--- src/rtl/inst_encoder.sv ---
// RV32 subset encoder: turns micro-op requests into machine words, queues them, and writes them to sequential imem addresses.
// Latency 1 cycle from accept to imem_we. Backpressure: in_ready drops when the word FIFO is full; imem_ready stalls draining.
module inst_encoder #(
  parameter int ADDR_W    = 8,
  parameter int BASE_ADDR = 0,
  parameter int DEPTH     = 4
) (
  input  logic              clk,
  input  logic              rst,
  input  logic              in_valid,
  output logic              in_ready,
  input  logic [3:0]        in_op,
  input  logic [4:0]        in_rd,
  input  logic [4:0]        in_rs1,
  input  logic [4:0]        in_rs2,
  input  logic [12:0]       in_imm,
  output logic              imem_we,
  input  logic              imem_ready,
  output logic [ADDR_W-1:0] imem_addr,
  output logic [31:0]       imem_wdata,
  output logic [ADDR_W:0]   words_written,
  output logic              mem_full,
  output logic              err
);

  localparam int PTR_W = (DEPTH > 1) ? $clog2(DEPTH) : 1;
  localparam logic [PTR_W:0]  DEPTH_C = (PTR_W+1)'(DEPTH);
  localparam logic [ADDR_W:0] CAP_C   = (ADDR_W+1)'((1 << ADDR_W) - BASE_ADDR);

  logic [31:0]      fifo_q [DEPTH];
  logic [PTR_W-1:0] wr_ptr_q, wr_ptr_d;
  logic [PTR_W-1:0] rd_ptr_q, rd_ptr_d;
  logic [PTR_W:0]   cnt_q, cnt_d;
  logic [ADDR_W:0]  ww_q, ww_d;
  logic             full_q, full_d;
  logic             err_q, err_d;

  logic [31:0] enc;
  logic        legal;
  logic        imm_fits;
  logic        accept, push, pop;

  // Encoder: field layout follows the standard RV32I R/I/S/B formats.
  always_comb begin
    enc      = '0;
    legal    = 1'b1;
    imm_fits = (in_imm[12] == in_imm[11]);
    case (in_op)
      4'd0: enc = {7'b0000000, in_rs2, in_rs1, 3'b000, in_rd, 7'b0110011};
      4'd1: enc = {7'b0100000, in_rs2, in_rs1, 3'b000, in_rd, 7'b0110011};
      4'd2: enc = {7'b0000000, in_rs2, in_rs1, 3'b111, in_rd, 7'b0110011};
      4'd3: enc = {7'b0000000, in_rs2, in_rs1, 3'b110, in_rd, 7'b0110011};
      4'd4: begin
        enc   = {in_imm[11:0], in_rs1, 3'b000, in_rd, 7'b0010011};
        legal = imm_fits;
      end
      4'd5: begin
        enc   = {in_imm[11:0], in_rs1, 3'b111, in_rd, 7'b0010011};
        legal = imm_fits;
      end
      4'd6: begin
        enc   = {in_imm[11:0], in_rs1, 3'b110, in_rd, 7'b0010011};
        legal = imm_fits;
      end
      4'd7: begin
        enc   = {in_imm[11:0], in_rs1, 3'b010, in_rd, 7'b0000011};
        legal = imm_fits;
      end
      4'd8: begin
        enc   = {in_imm[11:5], in_rs2, in_rs1, 3'b010, in_imm[4:0], 7'b0100011};
        legal = imm_fits;
      end
      4'd9: begin
        enc   = {in_imm[12], in_imm[10:5], in_rs2, in_rs1, 3'b000,
                 in_imm[4:1], in_imm[11], 7'b1100011};
        legal = !in_imm[0];
      end
      default: legal = 1'b0;
    endcase
  end

  assign in_ready      = !rst && (cnt_q < DEPTH_C);
  assign accept        = in_valid && in_ready;
  assign push          = accept && legal;
  assign imem_we       = (cnt_q != '0) && !full_q;
  assign pop           = imem_we && imem_ready;
  assign imem_addr     = ADDR_W'(BASE_ADDR) + ww_q[ADDR_W-1:0];
  assign imem_wdata    = (cnt_q != '0) ? fifo_q[rd_ptr_q] : 32'h0;
  assign words_written = ww_q;
  assign mem_full      = full_q;
  assign err           = err_q;

  always_comb begin
    wr_ptr_d = wr_ptr_q;
    rd_ptr_d = rd_ptr_q;
    cnt_d    = cnt_q;
    ww_d     = ww_q;
    full_d   = full_q;
    err_d    = err_q;
    if (push) wr_ptr_d = wr_ptr_q + 1'b1;
    if (pop) begin
      rd_ptr_d = rd_ptr_q + 1'b1;
      ww_d     = ww_q + 1'b1;
      if (ww_d == CAP_C) full_d = 1'b1;
    end
    if (push && !pop) cnt_d = cnt_q + 1'b1;
    if (pop && !push) cnt_d = cnt_q - 1'b1;
    if (accept && !legal) err_d = 1'b1;
  end

  always_ff @(posedge clk) begin
    if (rst) begin
      wr_ptr_q <= '0;
      rd_ptr_q <= '0;
      cnt_q    <= '0;
      ww_q     <= '0;
      full_q   <= 1'b0;
      err_q    <= 1'b0;
    end else begin
      wr_ptr_q <= wr_ptr_d;
      rd_ptr_q <= rd_ptr_d;
      cnt_q    <= cnt_d;
      ww_q     <= ww_d;
      full_q   <= full_d;
      err_q    <= err_d;
    end
  end

  // Storage needs no reset: occupancy is tracked by cnt_q alone.
  always_ff @(posedge clk) begin
    if (push) fifo_q[wr_ptr_q] <= enc;
  end

endmodule

--- config.mk ---
export PLATFORM = sky130hd
export DESIGN_NAME = inst_encoder
export DESIGN_NICKNAME = d
export VERILOG_FILES = /design/src/rtl/inst_encoder.sv
export SDC_FILE = /design/constraint.sdc
export NUM_CORES = 1
export LEC_CHECK = 0
export CAP_MARGIN = 5
export CORE_UTILIZATION = 30
export DETAILED_ROUTE_END_ITERATION = 6
export GPL_ROUTABILITY_DRIVEN = 0
export PLACE_DENSITY_LB_ADDON = 0.15
export SLEW_MARGIN = 20
export SYNTH_ARGS = -nofsm -noshare
export SYNTH_HDL_FRONTEND = slang
export SYNTH_SLANG_ARGS = --single-unit
--- constraint.sdc ---
create_clock -name clk -period 2.6 [get_ports clk]
set_input_delay 0.78 -clock clk [delete_from_list [all_inputs] [get_ports clk]]
set_output_delay 0.78 -clock clk [all_outputs]
set_load 0.05 [all_outputs]
Yosys cells after proc, flatten, opt, wreduce, memory -nomap -nowiden:

Memory sizes are Yosys's and may differ from the RTL's. A register that Yosys moved wholly into a read port is not among the register bits.
Cells that the tools add are included.

* add/subtract/negate cells: 5
* order comparisons: 1
* eq/ne operators: 11
* multiplexer cells: 9
* reductions and logical operators: 20

Operators with widths (count)
* $pmux W32 S10: 1
* $mux W32: 1
* $eq A4 B3 Y1 const B: 4
* $add A9 B1 Y9 const B: 1
* $eq A9 B9 Y1 const B: 1
* $eq A4 B2 Y1 const B: 2
* $eq A4 B4 Y1 const B: 2
* $logic_and A1 B1 Y1: 8
* $logic_not A1 Y1: 6
* $mux W3: 2
* $reduce_or A5 Y1: 1
* $add A2 B1 Y2 const B: 2
* $eq A4 B1 Y1 const B: 1
* $logic_not A4 Y1: 1
* $mux W2: 2
* $reduce_or A4 Y1: 1
* $add A3 B1 Y3 const B: 1
* $lt A3 B3 Y1 const B: 1
* $pmux W1 S3: 1
* $reduce_bool A3 Y1: 1
* $sub A3 B1 Y3 const B: 1
* $mux W1: 2
* $reduce_and A2 Y1: 1
* $reduce_bool A2 Y1: 1
* $eq A1 B1 Y1: 1

* memories: 1
* memory bits (writable): 128
* flip-flop bits (word level): 18
* input bits: 36

Memory list
* fifo_q: depth 4, bits a word 32, rd ports 1, clocked after memory_dff 1, write ports 1, RTL line 30 `logic [31:0] fifo_q [DEPTH];`

Logic depth before layout (Yosys ltp):

Gate-level depths: netlist of the first run.

* word-level depth: 7
* depth in mapped cells: 11
* depth with buffers taken out: 10

Worst setup path before layout of the first run:

OpenSTA, ideal clock, no wires.

* kind: input port to flip-flop
* start: input port rst
* end: memory fifo_q[0][10] (enable)
* library setup time: 0.389 ns
* slack: -0.645 ns
* required time: 2.211 ns
* data arrival time: 2.857 ns
* stages on the path: 5
* buffers on the path: 1
* cell sequence: buf_2 nor2_1 and2_1 a21boi_4 and2_1

* cells in the longest elaborated chain, start to end: 6

RTL lines
* from (decl): RTL line 9 `input logic rst,`
* $logic_not A1 Y1: RTL line 82 `assign in_ready = !rst && (cnt_q < DEPTH_C);`
* $logic_and A1 B1 Y1: RTL line 82
* via in_ready: RTL line 11 `output logic in_ready,`
* $logic_and A1 B1 Y1: RTL line 83 `assign accept = in_valid && in_ready;`
* $logic_and A1 B1 Y1: RTL line 84 `assign push = accept && legal;`
* $mux W1: RTL line 131 `if (push) fifo_q[wr_ptr_q] <= enc;`
* $mux W1 (not written as such): RTL line 131
* to (decl): RTL line 30

The timed path passes the listed nets, and every way through them passes these cells.

==> run_results.csv, run 1 <==
group,metric,value,unit
outcome,run_status,"complete, but fails checks",
outcome,violations,"negative setup slack",
layout,final_cells,788,
sta,fin_setup_tns,-784.9,ps
floorplan,die_x,142.9,µm
setup_path,cp-start-kind,"flip-flop",
setup_path,end_kind,"output port",
layout,nets,554,
sta,rsz0062_at_grt,"yes",
sta,worstMarginPinSlew,588.0,ps
synth,syn_avg_cell_area,15.18,µm²
synth,ys_warn_count,0,
sta,relSlewSlack,60.38,%
routing,final_antenna_net_count,0,
layout,fillCellCount,1758,
global_routing,grtUsageTotal,13.94,%
hold_path,min_path_type,"reg -> reg",
setup_path,cp_max_fo,12,
layout,area_delta_synth_final,41.81,%
layout,final_util,43.37,%
sta,fin_ws,-55.98,ps
setup_path,reg2reg_from,"cnt_q[2]",
routing,wl,12960,µm
setup_path,reg2reg_to,"cnt_q[2]",
routing,dr.pass1.iters,4,
layout,diodes,0,
sta,min_period,2656,ps
synth,ys_ff_latch,136,
setup_path,r2r_cells,8,
cts,root_buffer,"clkbuf_16",
setup_path,cp_data_required_time,1820,ps
placed_design,place_area,7725,µm²
global_routing,grt_pass1_wl,20420,µm
synth,ys_seq_area_share,65.25,%
global_routing,overflow,0,
routing,drc,0,
global_routing,antenna_found_initial,0,
global_routing,grt_pass1_vias,3786,
sta,timing.fmax,0.3765,GHz
floorplan,coreArea,19460,µm²
placed_design,place_inst,753,
floorplan,die_area,20410,µm²
floorplan,num_io_pins,89,
floorplan,start_util,30.58,%
synth,ys_types,50,
synth,yosys.area.top_type_share,58.52,%
placed_design,pre_cts_slack,-533.8,ps
cts,cts_tree,"done",
sta,timing.hold.ws,493.4,ps
placed_design,io_buffers,86,
sta,hold_viol_final,0,
sta,period_share,102.2,%
routing,wire_per_inst,16.45,µm
power_and_ir_drop,leakage,3.025,nW
layout,drive_gt1_share,34.99,%
floorplan,fp.dieH,142.9,µm
cts,holdBufCountCts,0,
synth,synth_top_area_cell,"edfxtp_1",
setup_path,cp-endpoint,"imem_wdata[4]",
sta,clock-skew-final,4.808,ps
job,cap_violations,0,
cts,numCtsBuffers,17,
hold_path,holdPathStages,2,
layout,final_area,8441,µm²
synth,netlist_area,5952,µm²
sta,setup_viol,26,
cts,clockBufferDepth,2,
placed_design,hpwl,8647,µm
cts,path_clk_slew,50,ps
setup_path,rrSetupSlack,460,ps
synth,synthArstFlopShare,0,%
setup_path,critPathKind,"reg -> out",
cts,clock-sinks,136,
routing,drt_first_iter_violations,130,
routing,vias_per_cell,4.473,
setup_path,cp.arrival,1880,ps
power_and_ir_drop,powerDensity,841.8,nW/µm²
cts,htreeDepth,4,
synth,synthCells,392,
synth,ys.flop_type,"edfxtp_1",
floorplan,num_rows,51,
synth,synth-edff-count,116,
global_routing,grt_max_degree,35,
cts,worst_skew_pair.late_latency,410,ps
sta,timing.final.max_slew_violations,0,
routing,num_vias,3525,
synth,synthTopCellsByArea,"edfxtp_1, mux4_2, dfxtp_1, and2_1, buf_4",
power_and_ir_drop,power,7.105,mW
power_and_ir_drop,peakVddDrop,0.4467,mV
## layout make-up
cell class	count	area, µm²	share of cell area (%)
Clock buffer	18	429.2	5.084
Timing Repair Buffer	128	1658	19.64
Multi-Input combinational cell	214	1952	23.12
Tap cell	265	331.6	3.928
Clock inverter	14	133.9	1.586
Sequential cell	136	3887	46.06
Inverter	13	48.80	0.5781
## repair_timing
action | 4_1_cts | 5_1_grt
endpoints found under the hold margin | 0 | 0
buffers inserted | 1 | 0
resized for setup | 38 | 10
gates cloned | 2 | 0
endpoints found under the setup margin | 33 | 34
pin swaps | 7 | 0
## registers in the layout (all words and copies together), names as in the netlist, named ones only
register and cells:
cnt_q 3, wr_ptr_q 2, words_written 9, mem_full 1
fifo_q 116, err 1, rd_ptr_q 2
## worst min path at each step
stage                start     endpoint  slack, ps
6_report               err          err        490
5_1_grt                err          err        530
4_1_cts                err          err        500
3_5_place_dp           err          err        490
3_3_place_gp   wr_ptr_q[0]  wr_ptr_q[0]        490
2_1_floorplan  wr_ptr_q[0]  wr_ptr_q[0]        470
## layer usage
layer  vias up  part of all wire, %  wire length [µm]  global-route usage [%]
met5         -                    0                 0                       0
met4         0                 0.99               128                   5.093
met3        10                  3.6               463                   4.058
met2        72                   53              6835                   23.99
met1      1756                   43              5533                   16.50
li1       1687                    -                 -                       -
## critical path, cell delays in order, from the launching register on
cell     delay, ps
dfxtp_4        440
buf_16         190
mux4_2         510
and2_4         180
buf_12         140
## cells in the mapped netlist, drive strengths merged (2+ instances only)
library cell,count
nand4,3
xor2,6
nor2b,5
a21oi,9
or3,3
a31oi,3
xnor2,8
mux4,29
o21ai,15
and3,2
clkbuf,7
nor2,22
nor4,2
or2,2
and2b,2
mux2i,4
dfxtp,20
nand2,25
nand3,4
o22ai,2
nor3,2
ha,7
edfxtp,116
buf,23
and2,41
inv,13
## placed cells by master (no fill, tap or decap), drive strengths merged, types with 4 or more instances in the layout
cell type,n
xnor2,8
mux4,29
clkinv,8
mux2i,4
and2,41
clkdlybuf4s50,43
a21oi,9
dfxtp,20
nand3,4
nor2b,5
buf,74
inv,13
nand2,25
edfxtp,116
clkinvlp,4
dlymetal6s2s,4
nor2,22
ha,7
xor2,6
clkbuf,18
o21ai,15
dlygate4sd2,7
## cell families after synthesis
group	synth area share, %
AO/OA/AOI/OAI	4.268
XOR/XNOR	2.060
adder cells (fa/ha/maj)	1.808
buffers and inverters	3.847
flip-flops	65.25
multiplexers	11.84
other	0.06300
AND/OR/NAND/NOR	10.87
## power breakdown
part | total (mW) | internal, mW | switching (mW)
clock network | 2.25 | 1.39 | 0.857
registers | 2.49 | 2.43 | 0.0532
logic | 2.37 | 1.18 | 1.19
total | 7.10 | 5.01 | 2.10
Note: power is estimated with default switching activity, not from simulation.
==> run 2, diff against run 1 <==
--- a/config.mk
+++ b/config.mk
@@ -5,8 +5,10 @@
 export SDC_FILE = /design/constraint.sdc
 export NUM_CORES = 1
 export LEC_CHECK = 0
+export ABC_CLOCK_PERIOD_IN_PS = 2600
 export CAP_MARGIN = 5
 export CORE_UTILIZATION = 30
+export CTS_CLUSTER_DIAMETER = 40
 export DETAILED_ROUTE_END_ITERATION = 6
 export GPL_ROUTABILITY_DRIVEN = 0
 export PLACE_DENSITY_LB_ADDON = 0.15
==> results of run 2 <==
The final DEF is identical to that of run 1; final timing and power are the same.
==> run 3, diff against run 2 <==
--- a/config.mk
+++ b/config.mk
@@ -7,10 +7,12 @@
 export LEC_CHECK = 0
 export ABC_CLOCK_PERIOD_IN_PS = 2600
 export CAP_MARGIN = 5
+export CORE_MARGIN = 2
 export CORE_UTILIZATION = 30
 export CTS_CLUSTER_DIAMETER = 40
 export DETAILED_ROUTE_END_ITERATION = 6
 export GPL_ROUTABILITY_DRIVEN = 0
+export MAX_ROUTING_LAYER = met4
 export PLACE_DENSITY_LB_ADDON = 0.15
 export SLEW_MARGIN = 20
 export SYNTH_ARGS = -nofsm -noshare
==> run 3 against run 2 <==
Effect of this change:
- flip-flop and latch count is the same
- register-to-register slack worse by 50 ps
- die area rose by 2.8%
- first-iteration DRC count rose by 71%
- maximum frequency decreased by 0.76%
- final area grew 0.18%
- critical endpoint is now imem_wdata[14]
- highest routed layer unchanged
- the run still ends with negative setup slack left
==> run_results.csv, run 3 (synthesis results as in run 1) <==
group,metric,value,unit
outcome,run_status,"complete, but fails checks",
outcome,violations,"negative setup slack",
sta,rsz0062_at_grt,"yes",
sta,worstMarginPinSlew,567.8,ps
setup_path,rrSetupSlack,410,ps
sta,fin_ws,-76.31,ps
setup_path,end_kind,"output port",
setup_path,critPathKind,"reg -> out",
placed_design,hpwl,8784,µm
cts,clockBufferDepth,2,
power_and_ir_drop,powerDensity,840.0,nW/µm²
setup_path,path_depth,5,
layout,layout_common_cells,"edfxtp_1, clkdlybuf4s50_1, buf_12, buf_4, and2_4",
sta,min_period,2676,ps
setup_path,cp_data_required_time,1820,ps
routing,final_antenna_net_count,0,
cts,numCtsBuffers,17,
routing,drt_first_iter_violations,222,
power_and_ir_drop,peakVddDrop,0.4879,mV
cts,path_clk_slew,60,ps
setup_path,cpLargestDelayFamily,"multiplexers",
global_routing,grtUsageTotal,14.24,%
setup_path,cp_max_fo,6,
setup_path,cp.arrival,1900,ps
setup_path,reg2reg_from,"cnt_q[2]",
setup_path,reg2reg_to,"cnt_q[2]",
cts,holdBufCountCts,0,
floorplan,start_util,30.58,%
routing,num_vias,3583,
cts,htreeDepth,4,
hold_path,holdPathStages,2,
setup_path,path_common_cell,"buf_12",
sta,setup_viol,24,
routing,wl,13480,µm
placed_design,io_buffers,86,
routing,drc,0,
sta,relSlewSlack,62.01,%
layout,final_cells,790,
setup_path,r2r_cells,9,
cts,worst_skew_pair.late_latency,420,ps
setup_path,max_stage_delay,500,ps
layout,largest_reg_flops,116,
sta,timing.final.max_slew_violations,0,
hold_path,min_path_type,"reg -> reg",
cts,clock-sinks,136,
setup_path,crit_chain,"buf_12 -> buf_16 -> mux4_2 -> and2_4 -> buf_12",
cts,cts_tree,"done",
setup_path,cp-start-kind,"flip-flop",
layout,final_common_cell,"edfxtp_1",
floorplan,num_rows,51,
power_and_ir_drop,leakage,3.048,nW
routing,wire_per_inst,17.06,µm
layout,nets,557,
layout,drive_gt1_share,35.05,%
placed_design,place_inst,753,
layout,diodes,0,
setup_path,critPathBufInv,3,
floorplan,die_x,144.9,µm
sta,period_share,102.9,%
sta,clock-skew-final,12.48,ps
floorplan,num_io_pins,89,
setup_path,critPathSlowestCell,"mux4_2",
layout,regMostFlops,"fifo_q",
sta,timing.hold.ws,512.1,ps
floorplan,die_area,20980,µm²
global_routing,grt_max_degree,30,
sta,hold_viol_final,0,
hold_path,hold_start,"err",
global_routing,antenna_found_initial,0,
sta,timing.fmax,0.3736,GHz
routing,dr.pass1.iters,4,
hold_path,worstHoldEndpoint,"err",
floorplan,fp.dieH,144.9,µm
global_routing,overflow,0,
job,cap_violations,0,
routing,vias_per_cell,4.535,
floorplan,coreArea,19460,µm²
cts,root_buffer,"clkbuf_16",
global_routing,grt_pass1_wl,21030,µm
global_routing,grt_pass1_vias,3818,
layout,area_delta_synth_final,42.06,%
run 3: power breakdown:
part	total, mW	switching (mW)	internal (mW)
Sequential	2.48	0.0486	2.43
Combinational	2.41	1.21	1.20
Clock	2.21	0.830	1.38
Total	7.10	2.09	5.01
run 3: area by class of cell:
type | count | area (µm²)
fill | 1735 | 11010
sequential | 136 | 3887
multi-input combinational | 214 | 1952
timing repair buffer | 131 | 1693
clock buffer | 19 | 432.9
tap | 265 | 331.6
clock inverter | 12 | 110.1
inverter | 13 | 48.80
run 3: worst max path at each step:
stage / end / slack, ps
2_1_floorplan: cnt_q[2] / -2
3_3_place_gp: cnt_q[2] / -450
3_5_place_dp: cnt_q[2] / -540
4_1_cts: imem_wdata[0] / -100
5_1_grt: imem_wdata[11] / -120
6_report: imem_wdata[14] / -80
run 3: repair_timing:
action	CTS	global route
gates cloned	3	0
resized for setup	47	4
setup buffers	6	0
endpoints found under the setup margin	30	35
pin swaps	7	1
hold endpoints to repair	0	0
run 3: per-layer routing:
layer  vias up  track usage (%)  wire length (µm)
met4         0            5.212               210
met1      1811            17.52              6036
met2        65            23.24              6813
met3        14            3.093               415
li1       1693                -                 -
met5         -                -                 0
run 3: worst reg2reg max path: stages, from the launching register on:
cell     delay, ps
dfxtp_1        430
nor3_1          90
buf_4          160
nor2_1         230
ha_4           180
inv_2           30
fa_2           330
xor2_1         150
or3_1          370
a21oi_2        140
run 3: stage by stage:
step | worst slack (ps) | instance area (µm²) | power, mW | util [%] | TNS, ps
floorplan | -1.561 | 5996 | 3.717 | - | -1.561
global placement | -446.6 | 7725 | 4.722 | 39.69 | -34100
detailed placement | -540.4 | 7725 | 4.733 | 39.69 | -39770
CTS | -101.2 | 8508 | 7.266 | 43.72 | -2397
global route | -122.2 | 8456 | 7.393 | 43.45 | -2479
finish | -76.31 | 8456 | 7.102 | 43.45 | -956.8
